==> config.mk <==
export PLATFORM = sky130hd
export DESIGN_NAME = can_reg_arb_flat
export DESIGN_NICKNAME = d
export VERILOG_FILES = /design/src/rtl/can_reg_arb_if.sv /design/src/rtl/can_reg_arb.sv /design/src/flat_wrapper.sv
export SDC_FILE = /design/constraint.sdc
export NUM_CORES = 1
export LEC_CHECK = 0
export CAP_MARGIN = 25
export CELL_PAD_IN_SITES_DETAIL_PLACEMENT = 1
export CELL_PAD_IN_SITES_GLOBAL_PLACEMENT = 2
export CORE_MARGIN = 2
export CORE_UTILIZATION = 28
export DETAILED_ROUTE_END_ITERATION = 7
export HOLD_SLACK_MARGIN = 0.03
export PLACE_DENSITY_LB_ADDON = 0.1
export SYNTH_ARGS = -nofsm -noshare
export SYNTH_HDL_FRONTEND = slang
export SYNTH_SLANG_ARGS = --single-unit
==> constraint.sdc <==
create_clock -name clk_i -period 2.74 [get_ports clk_i]
set_input_delay 0.548 -clock clk_i [delete_from_list [all_inputs] [get_ports clk_i]]
set_output_delay 0.548 -clock clk_i [all_outputs]
set_load 0.01 [all_outputs]
==> src/rtl/can_reg_arb_if.sv <==
// Requester-side handshake bundle for one port of the can_reg_arb register arbiter.
// master = requester (host bus or on-chip sequencer), slave = arbiter.
interface can_reg_arb_if;
  logic       req;
  logic       we;
  logic       lock;
  logic [7:0] addr;
  logic [7:0] wdata;
  logic       ack;
  logic [7:0] rdata;

  modport master (output req, we, lock, addr, wdata, input ack, rdata);
  modport slave  (input req, we, lock, addr, wdata, output ack, rdata);
endinterface

==> src/rtl/can_reg_arb.sv <==
// Two-port arbiter sharing the single can_top_raw register port between the host
// interface (A) and an on-chip requester (B), with bus locking for atomic sequences.
module can_reg_arb #(
  parameter int unsigned RD_LAT   = 0,
  parameter int unsigned LOCK_MAX = 255
) (
  input  logic               clk_i,
  input  logic               rst_i,
  can_reg_arb_if.slave       a_if,
  can_reg_arb_if.slave       b_if,
  output logic               reg_rst_o,
  output logic               reg_re_o,
  output logic               reg_we_o,
  output logic [7:0]         reg_addr_o,
  output logic [7:0]         reg_data_in_o,
  input  logic [7:0]         reg_data_out_i,
  output logic [1:0]         owner_o,
  output logic               lock_err_o
);

  typedef enum logic [1:0] {IDLE, ISSUE, WAIT, ACK} state_t;

  state_t      state;
  logic        cur_b;
  logic        lat_we;
  logic        lat_lock;
  logic        locked;
  logic        lock_b;
  logic [15:0] lock_cnt;
  logic        rr_a_first;
  logic [1:0]  wcnt;
  logic        a_ack_r, b_ack_r;
  logic [7:0]  a_rdata_r, b_rdata_r;

  logic        grant_a, grant_b, contend, owner_lock_in;
  logic        sel_we, sel_lock;
  logic [7:0]  sel_addr, sel_wdata;

  assign a_if.ack   = a_ack_r;
  assign b_if.ack   = b_ack_r;
  assign a_if.rdata = a_rdata_r;
  assign b_if.rdata = b_rdata_r;

  always_comb begin
    grant_a = 1'b0;
    grant_b = 1'b0;
    if (locked) begin
      grant_a = !lock_b && a_if.req;
      grant_b =  lock_b && b_if.req;
    end else if (a_if.req && b_if.req) begin
      grant_a =  rr_a_first;
      grant_b = !rr_a_first;
    end else begin
      grant_a = a_if.req;
      grant_b = b_if.req;
    end
  end

  assign contend       = !locked && a_if.req && b_if.req;
  assign owner_lock_in = lock_b ? b_if.lock : a_if.lock;
  assign sel_we        = grant_b ? b_if.we    : a_if.we;
  assign sel_lock      = grant_b ? b_if.lock  : a_if.lock;
  assign sel_addr      = grant_b ? b_if.addr  : a_if.addr;
  assign sel_wdata     = grant_b ? b_if.wdata : a_if.wdata;

  always_ff @(posedge clk_i) begin
    reg_rst_o <= ~rst_i;
  end

  always_ff @(posedge clk_i) begin
    if (!rst_i) begin
      state         <= IDLE;
      cur_b         <= 1'b0;
      lat_we        <= 1'b0;
      lat_lock      <= 1'b0;
      locked        <= 1'b0;
      lock_b        <= 1'b0;
      lock_cnt      <= '0;
      rr_a_first    <= 1'b1;
      wcnt          <= '0;
      a_ack_r       <= 1'b0;
      b_ack_r       <= 1'b0;
      a_rdata_r     <= '0;
      b_rdata_r     <= '0;
      reg_re_o      <= 1'b0;
      reg_we_o      <= 1'b0;
      reg_addr_o    <= '0;
      reg_data_in_o <= '0;
      owner_o       <= 2'b00;
      lock_err_o    <= 1'b0;
    end else begin
      a_ack_r  <= 1'b0;
      b_ack_r  <= 1'b0;
      reg_re_o <= 1'b0;
      reg_we_o <= 1'b0;
      case (state)
        IDLE: begin
          if (grant_a || grant_b) begin
            cur_b         <= grant_b;
            lat_we        <= sel_we;
            lat_lock      <= sel_lock;
            reg_addr_o    <= sel_addr;
            reg_data_in_o <= sel_wdata;
            reg_we_o      <= sel_we;
            reg_re_o      <= !sel_we;
            owner_o       <= grant_b ? 2'b10 : 2'b01;
            lock_cnt      <= '0;
            // Pointer moves only on contested grants so alternation tracks real conflicts.
            if (contend) rr_a_first <= grant_b;
            state <= ISSUE;
          end else if (locked) begin
            if (!owner_lock_in) begin
              locked   <= 1'b0;
              owner_o  <= 2'b00;
              lock_cnt <= '0;
            end else if (lock_cnt == 16'(LOCK_MAX - 1)) begin
              locked     <= 1'b0;
              owner_o    <= 2'b00;
              lock_err_o <= 1'b1;
              lock_cnt   <= '0;
            end else begin
              lock_cnt <= lock_cnt + 16'd1;
            end
          end
        end
        ISSUE: begin
          if (lat_we || RD_LAT == 0) begin
            if (cur_b) b_ack_r <= 1'b1;
            else       a_ack_r <= 1'b1;
            if (!lat_we) begin
              if (cur_b) b_rdata_r <= reg_data_out_i;
              else       a_rdata_r <= reg_data_out_i;
            end
            state <= ACK;
          end else begin
            wcnt  <= 2'(RD_LAT - 1);
            state <= WAIT;
          end
        end
        WAIT: begin
          if (wcnt == 2'd0) begin
            if (cur_b) begin
              b_ack_r   <= 1'b1;
              b_rdata_r <= reg_data_out_i;
            end else begin
              a_ack_r   <= 1'b1;
              a_rdata_r <= reg_data_out_i;
            end
            state <= ACK;
          end else begin
            wcnt <= wcnt - 2'd1;
          end
        end
        ACK: begin
          if (lat_lock) begin
            locked <= 1'b1;
            lock_b <= cur_b;
          end else begin
            locked  <= 1'b0;
            owner_o <= 2'b00;
          end
          lock_cnt <= '0;
          state    <= IDLE;
        end
        default: state <= IDLE;
      endcase
    end
  end

endmodule

==> src/flat_wrapper.sv <==
// flat-port wrapper written by rule: the top's interface ports become plain ports
module can_reg_arb_flat 
#(
  parameter int unsigned RD_LAT   = 0,
  parameter int unsigned LOCK_MAX = 255
)
  (clk_i, rst_i, reg_rst_o, reg_re_o, reg_we_o, reg_addr_o, reg_data_in_o, reg_data_out_i, owner_o, lock_err_o, a_if_req, a_if_we, a_if_lock, a_if_addr, a_if_wdata, a_if_ack, a_if_rdata, b_if_req, b_if_we, b_if_lock, b_if_addr, b_if_wdata, b_if_ack, b_if_rdata);
  can_reg_arb_if a_if_i ();
  can_reg_arb_if b_if_i ();
  input  logic clk_i;
  input  logic rst_i;
  output logic reg_rst_o;
  output logic reg_re_o;
  output logic reg_we_o;
  output logic [7:0] reg_addr_o;
  output logic [7:0] reg_data_in_o;
  input  logic [7:0] reg_data_out_i;
  output logic [1:0] owner_o;
  output logic lock_err_o;
  input wire logic [$bits(a_if_i.req)-1:0] a_if_req;
  input wire logic [$bits(a_if_i.we)-1:0] a_if_we;
  input wire logic [$bits(a_if_i.lock)-1:0] a_if_lock;
  input wire logic [$bits(a_if_i.addr)-1:0] a_if_addr;
  input wire logic [$bits(a_if_i.wdata)-1:0] a_if_wdata;
  output wire logic [$bits(a_if_i.ack)-1:0] a_if_ack;
  output wire logic [$bits(a_if_i.rdata)-1:0] a_if_rdata;
  input wire logic [$bits(b_if_i.req)-1:0] b_if_req;
  input wire logic [$bits(b_if_i.we)-1:0] b_if_we;
  input wire logic [$bits(b_if_i.lock)-1:0] b_if_lock;
  input wire logic [$bits(b_if_i.addr)-1:0] b_if_addr;
  input wire logic [$bits(b_if_i.wdata)-1:0] b_if_wdata;
  output wire logic [$bits(b_if_i.ack)-1:0] b_if_ack;
  output wire logic [$bits(b_if_i.rdata)-1:0] b_if_rdata;
  assign a_if_i.req = a_if_req;
  assign a_if_i.we = a_if_we;
  assign a_if_i.lock = a_if_lock;
  assign a_if_i.addr = a_if_addr;
  assign a_if_i.wdata = a_if_wdata;
  assign a_if_ack = a_if_i.ack;
  assign a_if_rdata = a_if_i.rdata;
  assign b_if_i.req = b_if_req;
  assign b_if_i.we = b_if_we;
  assign b_if_i.lock = b_if_lock;
  assign b_if_i.addr = b_if_addr;
  assign b_if_i.wdata = b_if_wdata;
  assign b_if_ack = b_if_i.ack;
  assign b_if_rdata = b_if_i.rdata;
  can_reg_arb #(.RD_LAT(RD_LAT), .LOCK_MAX(LOCK_MAX)) u_core (.clk_i(clk_i), .rst_i(rst_i), .a_if(a_if_i), .b_if(b_if_i), .reg_rst_o(reg_rst_o), .reg_re_o(reg_re_o), .reg_we_o(reg_we_o), .reg_addr_o(reg_addr_o), .reg_data_in_o(reg_data_in_o), .reg_data_out_i(reg_data_out_i), .owner_o(owner_o), .lock_err_o(lock_err_o));
endmodule
* Word level (Yosys, flattened, before mapping)
Cells that the tools add are included.
** Storage, ports and cells
- Bits in registers :: 66
- Input port bits :: 48
- Output and inout port bits :: 40
- Logic and storage cells :: 105
** Operators by class
- Add/sub/neg operators :: 2
- Equality and inequality tests :: 11
- Mux-type cells :: 44
- Bitwise logic cells :: 3
- Reductions and logical operators :: 25
** Operator list (number)
- 16-bit 2-to-1 mux :: 4
- 8-bit 2-to-1 mux :: 8
- 16-bit one-hot mux with 2 select lines :: 1
- 8-bit one-hot mux with 2 select lines :: 2
- 16-bit by 1-bit adder with 16-bit output (second input constant) :: 1
- 16-bit by 8-bit == test with 1-bit output (second input constant) :: 1
- 1-bit 2-to-1 mux :: 16
- 2-bit 2-to-1 mux :: 8
- 2-bit AND reduction :: 6
- 3-bit AND reduction :: 3
- 2-bit one-hot mux with 4 select lines :: 1
- 2-bit != test (second input constant) :: 3
- 1-bit one-hot mux with 2 select lines :: 3
- 1-bit logical AND :: 5
- 5-bit AND reduction :: 1
- 2-bit == test (second input constant) :: 2
- 1-bit zero test :: 4
- 2-bit zero test :: 2
- 2-bit by 1-bit != test with 1-bit output (second input constant) :: 2
- 4-bit != test (second input constant) :: 1
- 2-bit one-hot mux with 2 select lines :: 1
- 4-bit AND reduction :: 1
- 2-bit nonzero test :: 2
- 3-bit by 1-bit != test with 1-bit output (second input constant) :: 1
- other kinds (4) :: 6

* Logic depth before layout (Yosys ltp)
- Depth in word-level cells :: 6
- Mapped depth :: 8
- Gate-level depth less buffers :: 7

* Least setup slack after synthesis
No wires, ideal clock.
- Path kind :: register -> register
- Start point :: register u_core.state[0]
- End point :: register u_core.lock_cnt[7]
- Setup time :: 74 ps
- Arrival time :: 2052 ps
- Required time :: 2666 ps
- Setup slack :: 613 ps
- Cell stages (with the launch flop) :: 9
- Path buffers :: 2
- Clock period less this slack :: 2127 ps
- Cell sequence :: dfxtp_1 inv_1 ha_1 clkbuf_1 a21o_1 nor4_1 clkbuf_1 nand2_1 a31oi_1
** On the way
- Word-level cells in the longest chain between the ends :: 3
- Elaborated cells between the ends (all ways) :: 6
- Those cells by class :: eq/ne: 2; mux: 1; reduce/logical: 3
** RTL lines
- from (decl) :: line can_reg_arb.sv:23 : state_t state;
- from (signal assigned) :: line can_reg_arb.sv:72 : state <= IDLE;
- from (signal assigned) :: line can_reg_arb.sv:110 : state <= ISSUE;
- from (signal assigned) :: line can_reg_arb.sv:134 : state <= ACK;
- 2-bit zero test / 2-bit == test (equally long branches) :: line can_reg_arb.sv:96 : case (state)
- 3-bit by 1-bit != test with 1-bit output (no line) / 2-bit nonzero test (equally long branches)
- 2-bit AND reduction (no line)
- to (signal assigned) :: line can_reg_arb.sv:122 : lock_cnt <= lock_cnt + 16'd1;
- to (decl) :: line can_reg_arb.sv:29 : logic [15:0] lock_cnt;
Parallel ways exist; a longest one is shown, timed or not.
A chain may end at the register's enable or synchronous reset.

* Worst setup path after layout
- Start point :: register u_core.lock_cnt[0]
- End point :: register u_core.lock_cnt[11]
** On the way
- Word-level cells in the longest chain between the ends :: 6
- Elaborated cells between the ends (all ways) :: 7
- Those cells by class :: add/sub: 1; eq/ne: 1; mux: 5
** RTL lines
- 16-bit by 1-bit adder with 16-bit output / 16-bit by 8-bit == test with 1-bit output (equally long branches) :: line can_reg_arb.sv:122, can_reg_arb.sv:116
- 16-bit 2-to-1 mux (*) :: line can_reg_arb.sv:116 : end else if (lock_cnt == 16'(LOCK_MAX - 1)) begin
- 16-bit 2-to-1 mux (*) :: line can_reg_arb.sv:112 : if (!owner_lock_in) begin
- 16-bit 2-to-1 mux (*) :: line can_reg_arb.sv:111 : end else if (locked) begin
- 16-bit 2-to-1 mux (*) :: line can_reg_arb.sv:98 : if (grant_a || grant_b) begin
- 16-bit one-hot mux with 2 select lines (*) :: line can_reg_arb.sv:96
Every way passes the cells marked *; elsewhere a longest branch is shown, timed or not. The select of a mux whose other input is x is not followed.

==> reports/results.ini <==
[run_status]
outcome = completed

[placement]
port_buffers = 87
place_area_um2 = 4120
detailed_place_hpwl_um = 5980
gp_routability_congestion = 0.726

[die]
rows = 38
initial_core_util = 0.283
fp.dieH_um = 108
die-area_um2 = 11700
die_x_um = 108
design.core.area_um2 = 10700
io_pins = 88

[worst_setup_path]
crit_path_top_delay_cell = or4b_4
critical-path-max-stage-delay_ps = 470
crit_arrival_ps = 2510
path_class = flip-flop to flip-flop
timing.rr.start = u_core.lock_cnt[0]
critPathLaunch = u_core.lock_cnt[0]
crit_required_ps = 2970
startpoint_type = flip-flop
end_kind = flip-flop
path_max_fanout = 14
path_cells = inv_1 -> ha_1 -> or4b_4 -> nor4_4 -> nor4_1 -> buf_4 -> a32o_1 -> a41o_1

[sta]
grt_setup_unrepaired = false
period_share = 0.833
hold_violations = 0
fin_crit_ps = 2280
hold_slack_ps = 481
worst_pin_slew_ps = 581
skew_ps = 10.6
setup-tns-final_ps = 0
max_freq_mhz = 438
drv_slew = 0
setup_viol = 0
relSlewSlack = 0.609

[synthesis]
synthAdderAreaFrac = 0.0329
synth_xor_area_frac = 0.00575
avgSynthCellArea_um2 = 8.85
mappedNetlistArea_um2 = 3050
yosysSeqAreaShare = 0.434
ys_ff_latch = 66
ys_types = 44
muxShareOfSynthArea = 0.125
synth_flop_cell = dfxtp_1
synthSimpleGateAreaFrac = 0.224
synth-compound-area-share = 0.138
synth_edf_count = 0
async_reset_ff_frac = 0
synth_warnings = 0
synth_top_family_by_area = simple AND/OR/NAND/NOR gates
syn_nets = 400
syn_inst = 344

[drt]
drc = 0
via_count = 2804
drt_first_pass_iters = 4
routed_wirelength_um = 8320
antenna_left = 0
wl_per_cell_um = 14.5
initialDrtViolationCount = 76
viasPerCell = 4.88

[power]
clkPwrFrac = 0.335
powerDensity_nw_per_um2 = 592
leakagePower_nw = 1.66
seqPwrFrac = 0.422
power.internal_w = 0.00185
peakVddDrop_mv = 0.368
switching_share = 0.279
p_sw_w = 0.000715
pwr-share-comb = 0.243

[layout]
diodes = 0
nets = 487
fillers = 1282
multi_input_area_um2 = 1610
stdcell_area_um2 = 4330
drive_gt1_frac = 0.0736
ff_latch_area_um2 = 1320
syn2layout_area_growth_pct = 42.1

[cts]
cts.clk_slew.worst_paths_ps = 70
clk_latency_ps = 340
cts_buffers = 9
cts_max_level = 3
cts_sinks = 66
cts-root-buf = clkbuf_8
postCtsSetupBuffers = 0
cts_buffer_depth = 2
cts_tree = built
cts_resized = 0
cts_hold_buf = 0

[global_route]
grt_max_degree = 35
overflow = 0
grt_usage = 0.148
grt_pass1_wl_um = 13600
antenna_found_initial = 0
grt_pass1_vias = 2731

[run]
cap_violations = 0

[hold_path]
hold_start = u_core.owner_o[1]
hp-class = flip-flop to flip-flop

-- cell usage in the layout, fill, tap and decap left out, types with 10 or more instances in the layout --
cell and n:
clkdlybuf4s50_1 87, dfxtp_1 66, nor2_1 49, mux2i_1 38
nand2_1 28, a211oi_1 20, nand3_1 17, clkbuf_8 12
a21oi_1 10, a31oi_1 10, buf_4 10
-- layer usage --
metal / global-route usage / share of wire / vias to the layer above / routed length [µm]
met4: 0.0495 / 0.011 / 0 / 91
li1: - / - / 1416 / -
met5: 0 / 0 / - / 0
met2: 0.230 / 0.46 / 55 / 3800
met3: 0.0440 / 0.047 / 7 / 393
met1: 0.195 / 0.49 / 1326 / 4040
-- state kept, by name, indices dropped and copies added (netlist names) --
name,cells
u_core.cur_b,1
u_core.a_if.rdata,8
u_core.a_if.ack,1
u_core.reg_we_o,1
u_core.b_if.rdata,8
u_core.reg_data_in_o,8
u_core.state,2
u_core.lock_cnt,16
u_core.owner_o,2
u_core.b_if.ack,1
u_core.locked,1
u_core.reg_rst_o,1
u_core.lock_err_o,1
u_core.reg_re_o,1
u_core.lat_lock,1
u_core.lock_b,1
u_core.rr_a_first,1
u_core.wcnt,2
u_core.reg_addr_o,8
u_core.lat_we,1
-- critical path, delay by kind of cell, from the launching register on --
| family | cells | cell delay [ps] |
|---|---|---|
| compound gates | 2 | 400 |
| fa+ha+maj | 1 | 140 |
| buf+inv | 2 | 290 |
| flops | 1 | 330 |
| simple gates | 3 | 1010 |
-- cell families after synthesis --
kind of cell / count (synthesis)
flip-flops: 66
AO/OA/AOI/OAI: 60
XOR/XNOR: 2
adder cells (fa/ha/maj): 8
multiplexers: 38
AND/OR/NAND/NOR: 138
buffers and inverters: 32
-- worst paths after layout --
| path | end | slack (ps) | cells after the start |
|---|---|---|---|
| setup / recovery | u_core.lock_cnt[11] | 460 | 8 |
| hold / removal | u_core.owner_o[1] | 480 | 2 |
| setup reg to reg | u_core.lock_cnt[11] | 460 | 8 |
| hold reg to reg | u_core.owner_o[1] | 480 | 2 |
-- synthesized netlist by cell type (all sizes together), types with 9 or more instances --
cell type  count  area [µm²]
a21oi         10        50.1
mux2i         38         380
nand2         28         105
nor2          50         188
inv            9        33.8
a211oi        20         150
dfxtp         66        1320
a31oi         10        62.6
nand3         17        85.1
clkbuf        17        63.8
-- power by group through the flow --
stage | Combinational [W] | Sequential (W) | Clock [W]
floorplan | 0.000278 | 0.00113 | 0
finish | 0.000622 | 0.00108 | 0.000858
global route | 0.000682 | 0.00109 | 0.000932
detailed placement | 0.000630 | 0.00110 | 0
global placement | 0.000623 | 0.00110 | 0
CTS | 0.000633 | 0.00108 | 0.000903
-- stage by stage --
| stage | power, W | instances | setup slack (ps) | util |
|---|---|---|---|---|
| CTS | 0.00262 | 575 | 442 | 0.403 |
| detailed placement | 0.00173 | 560 | 147 | 0.384 |
| global placement | 0.00172 | 560 | 190 | 0.384 |
| finish | 0.00256 | 575 | 456 | 0.403 |
| global route | 0.00271 | 575 | 318 | 0.403 |
| floorplan | 0.00141 | 344 | 613 | - |
-- final cells by class --
type                            count  area share
Clock inverter                      2     0.00810
Clock buffer                       13      0.0390
Tap cell                          140      0.0405
Inverter                            9     0.00781
Multi-Input combinational cell    246       0.371
Timing Repair Buffer               99       0.228
Sequential cell                    66       0.305
Power figures use the tool's default switching activity.
